## config.mk

```make
export PLATFORM = sky130hd
export DESIGN_NAME = dht_bin2bcd
export DESIGN_NICKNAME = d
export VERILOG_FILES = /design/src/rtl/dht_disp_pkg.sv /design/src/rtl/dht_bin2bcd.sv
export SDC_FILE = /design/constraint.sdc
export NUM_CORES = 1
export LEC_CHECK = 0
export CAP_MARGIN = 20
export CORE_ASPECT_RATIO = 0.75
export CORE_MARGIN = 4
export CORE_UTILIZATION = 62
export DETAILED_ROUTE_END_ITERATION = 10
export DONT_BUFFER_PORTS = 1
export PLACE_DENSITY = 0.78
export SETUP_SLACK_MARGIN = 0.1
export SKIP_CTS_REPAIR_TIMING = 1
export SLEW_MARGIN = 40
export SYNTH_ARGS = -nofsm -noshare
export SYNTH_HDL_FRONTEND = slang
export SYNTH_SLANG_ARGS = --single-unit
```

## constraint.sdc

```tcl
create_clock -name clk -period 2.37 [get_ports clk]
set_input_delay 0.237 -clock clk [delete_from_list [all_inputs] [get_ports clk]]
set_output_delay 0.237 -clock clk [all_outputs]
set_load 0.05 [all_outputs]
```

## src/rtl/dht_disp_pkg.sv

```systemverilog
// Shared definitions for the DHT11 display path: converter states, the
// decoder blank code and the double-dabble nibble adjust.
package dht_disp_pkg;

    typedef enum logic [1:0] {
        IDLE  = 2'd0,
        SHIFT = 2'd1,
        DONE  = 2'd2
    } state_t;

    localparam logic [7:0] BLANK_CODE = 8'hFF;
    localparam int         BCD_ITER   = 8;

    // A BCD nibble never exceeds 9 here, so the sum fits in 4 bits.
    function automatic logic [3:0] add3_if_ge5(input logic [3:0] n);
        return (n >= 4'd5) ? n + 4'd3 : n;
    endfunction

endpackage

```

## src/rtl/dht_bin2bcd.sv

```systemverilog
// Iterative double-dabble converter: one DHT11 byte in, three decoder-ready
// digit codes out after 8 shift cycles, with optional leading-zero blanking.
module dht_bin2bcd
    import dht_disp_pkg::*;
(
    input  logic       clk,
    input  logic       rst,
    input  logic       start,
    input  logic [7:0] bin,
    input  logic       blank_lz,
    output logic       busy,
    output logic       done,
    output logic [7:0] digit2,
    output logic [7:0] digit1,
    output logic [7:0] digit0
);

    localparam logic [2:0] LAST_ITER = 3'(BCD_ITER - 1);

    state_t      state;
    logic [11:0] scratch;
    logic [7:0]  shreg;
    logic [2:0]  cnt;
    logic        blank_q;

    logic [11:0] adj;
    logic [19:0] nxt;
    logic [3:0]  nib_h, nib_t, nib_o;
    logic [7:0]  d2, d1, d0;

    always_comb begin
        adj   = {add3_if_ge5(scratch[11:8]),
                 add3_if_ge5(scratch[7:4]),
                 add3_if_ge5(scratch[3:0])};
        nxt   = {adj, shreg} << 1;
        nib_h = nxt[19:16];
        nib_t = nxt[15:12];
        nib_o = nxt[11:8];
        d2    = {4'h0, nib_h};
        d1    = {4'h0, nib_t};
        d0    = {4'h0, nib_o};
        // Only leading zeros go dark; the ones digit always shows.
        if (blank_q && (nib_h == 4'd0)) begin
            d2 = BLANK_CODE;
            if (nib_t == 4'd0)
                d1 = BLANK_CODE;
        end
    end

    always_ff @(posedge clk) begin
        if (rst) begin
            state   <= IDLE;
            busy    <= 1'b0;
            done    <= 1'b0;
            digit2  <= 8'h00;
            digit1  <= 8'h00;
            digit0  <= 8'h00;
            scratch <= 12'h000;
            shreg   <= 8'h00;
            cnt     <= 3'd0;
            blank_q <= 1'b0;
        end else begin
            done <= 1'b0;
            case (state)
                IDLE, DONE: begin
                    if (start) begin
                        state   <= SHIFT;
                        busy    <= 1'b1;
                        shreg   <= bin;
                        blank_q <= blank_lz;
                        scratch <= 12'h000;
                        cnt     <= 3'd0;
                    end else begin
                        state <= IDLE;
                    end
                end
                SHIFT: begin
                    scratch <= nxt[19:8];
                    shreg   <= nxt[7:0];
                    cnt     <= cnt + 3'd1;
                    // Digits are loaded from the final step directly, so
                    // partial scratch values never reach the outputs.
                    if (cnt == LAST_ITER) begin
                        state  <= DONE;
                        busy   <= 1'b0;
                        done   <= 1'b1;
                        digit2 <= d2;
                        digit1 <= d1;
                        digit0 <= d0;
                    end
                end
                default: begin
                    state <= IDLE;
                    busy  <= 1'b0;
                end
            endcase
        end
    end

endmodule

```

==> metrics.yaml <==
status: "completed"
cap_violations: 0
gp_congestion: 0.906
irDropWorstVdd_mv: 0.500
final_max_slew_viol_count: 0
hold_ws_ps: 6.14
async_flop_share: 0
synth-main-ff-cell: "dfxtp_1"
postRouteWirelength_um: 4380
critical_path.max_fanout: 6
endpoint_kind: "register"
final_nets: 250
cts_root_buf: "clkbuf_8"
ys_types: 34
period_minus_slack_ps: 2190
clock_sinks: 42
hold_depth: 1
r2r_end: "digit1[6]$_SDFFE_PP0P_"
fill_cells: 229
syn-instance-count: 233
clk_path_buf_depth: 2
setup_total_negative_slack_ps: 0
ios: 38
ant_nets: 0
hold_path_class: "input port to register"
drcViolationCount: 0
layout_commonest_cell: "dfxtp_1"
ys_seq_area_frac: 0.419
tightest_slew_ps: 708
critPathArrivalTime_ps: 2440
cts_tree: "built"
finalHoldViolCount: 0
grt_pass1_wl_um: 7070
setup_slack_ps: 178
synth_edf_count: 0
die_area_mm2: 0.00422
first_global_vias: 1615
grt_setup_unrepaired: "false"
total_power_mw: 1.35
grt_max_degree: 44
min_from: "rst"
instances_no_fill: 269
fin_worst_skew_ps: 4.92
hpwlAfterDp_um: 2930
core_mm2: 0.00302
port_buffers: 0
place_area_mm2: 0.00200
p_per_area_mw_per_mm2: 625
reg2reg_from: "scratch[8]$_SDFFE_PP0P_"
clkLatencyLatePin_ps: 300
grt_overflow: 0
avgSynthCellArea_um2: 8.61
syn-cell-area_mm2: 0.00201
critPathKind: "register to register"
reg2reg_slack_ps: 180
via_count: 1618
slew_headroom: 0.528
yosys.area.top_type: "dfxtp_1"
fp.dieW_um: 73.7
layout_common_cells: "39 x dfxtp_1, 38 x nor2_1, 22 x a21oi_1"
num_rows: 17
cp.required_ps: 2620
synth_area_leaders: "dfxtp_1 42%, nor2_1 7.3%, mux2i_1 6.0%, a21oi_1 5.5%, ha_1 5.0%"
max_freq_ghz: 0.456
die_h_um: 57.3
start_util: 0.664
drive_gt1_frac: 0.130
utilization: 0.715
cts-htree-levels: 2
place_inst: 259
hold_end: "digit0[3]$_SDFFE_PP0P_"
firstDrtPassIters: 4
wire_per_inst_um: 16.3
setup.worst_path.start_class: "register"
clk_pin_slew_worst_paths_ps: 80
grt_use_total: 0.217
drt-initial-drc-count: 155
yosysWarnings: 0
power_leakage_nw: 0.823
yosysTopAreaCellShare: 0.419
grt_antenna_before_repair: 0
final_area_mm2: 0.00216
antenna_cells: 0
setup_viol_count_final: 0
worst-r2r-cell-count: 7
viasPerCell: 6.01
post-route-period-util: 0.925
syn_to_final_growth_pct: 7.61
cts_made_buffers: 5
pre_cts_ws_ps: 159
synth_seq_cells: 42
-- layer usage --
layer | GRT usage | wire length (um) | vias up
met1 | 0.256 | 1880 | 775
met3 | 0.0599 | 259 | 9
li1 | - | - | 786
met4 | 0.137 | 82 | 0
met2 | 0.345 | 2160 | 48
met5 | 0 | 0 | -
-- cell type report --
class / count / area, um^2 / area share
multi-input cells: 164 / 1060 / 0.491
inverters: 8 / 30.0 / 0.0139
repair buffers: 9 / 82.6 / 0.0382
clock buffers: 6 / 82.6 / 0.0382
well taps: 38 / 47.5 / 0.0220
clock inverters: 2 / 12.5 / 0.00579
flip-flops and latches: 42 / 845 / 0.391
-- worst max-delay path, cell delays in order, from the launching register on --
cell and delay [ps]:
dfxtp_1 390, inv_1 100, ha_2 260, nand2b_1 130, a2111oi_4 380, o2111ai_2 180
or4_4 610, nand2_1 90
-- registers in the layout, summed over array words and instances, names as in the netlist --
name / flops
shreg: 8
digit2: 5
busy: 1
digit1: 5
done: 1
cnt: 3
digit0: 4
scratch: 12
state: 2
blank_q: 1
-- Yosys cell counts (2+ instances only) --
cell	number
nand2_1	17
buf_4	10
nand2b_1	5
nor2b_1	2
a21oi_1	22
clkbuf_1	11
nor3b_1	3
a2111oi_2	2
nand3_1	2
dfxtp_1	42
mux2i_1	12
ha_1	8
inv_1	8
a22oi_1	10
a31oi_1	2
xnor2_1	3
nor2_1	39
o21ai_2	3
o21ai_0	6
nor3_1	4
a211oi_1	9
-- worst max path at each step --
stage                                 start                      to  slack [ps]  depth (start not counted)
detailed placement      cnt[0]$_SDFFE_PP0P_  digit1[6]$_SDFFE_PP0P_         160                          7
finish              scratch[8]$_SDFFE_PP0P_  digit1[6]$_SDFFE_PP0P_         180                          7
CTS                     cnt[0]$_SDFFE_PP0P_  digit1[6]$_SDFFE_PP0P_         150                          7
floorplan               cnt[0]$_SDFFE_PP0P_  digit1[6]$_SDFFE_PP0P_         230                          7
global placement        cnt[0]$_SDFFE_PP0P_  digit1[6]$_SDFFE_PP0P_         270                          7
global route        scratch[9]$_SDFFE_PP0P_  digit1[6]$_SDFFE_PP0P_         110                          7
-- cell families after synthesis --
| family | after synthesis | synth area share |
|---|---|---|
| adders and majority gates | 8 | 0.0499 |
| DFF | 42 | 0.419 |
| muxes | 12 | 0.0599 |
| other | 1 | 0.00187 |
| buffers and inverters | 30 | 0.0748 |
| AOI/OAI and AO/OA | 58 | 0.196 |
| and+or+nand+nor | 79 | 0.186 |
| xor gates and xnor gates | 3 | 0.0131 |
-- power by group --
part	switching (mW)	leakage, nW	internal [mW]
Combinational	0.0754	0.433	0.0388
Clock	0.256	0.0472	0.234
Sequential	0.0196	0.343	0.725
Total	0.351	0.823	0.998
(Power assumes the default switching activity.)
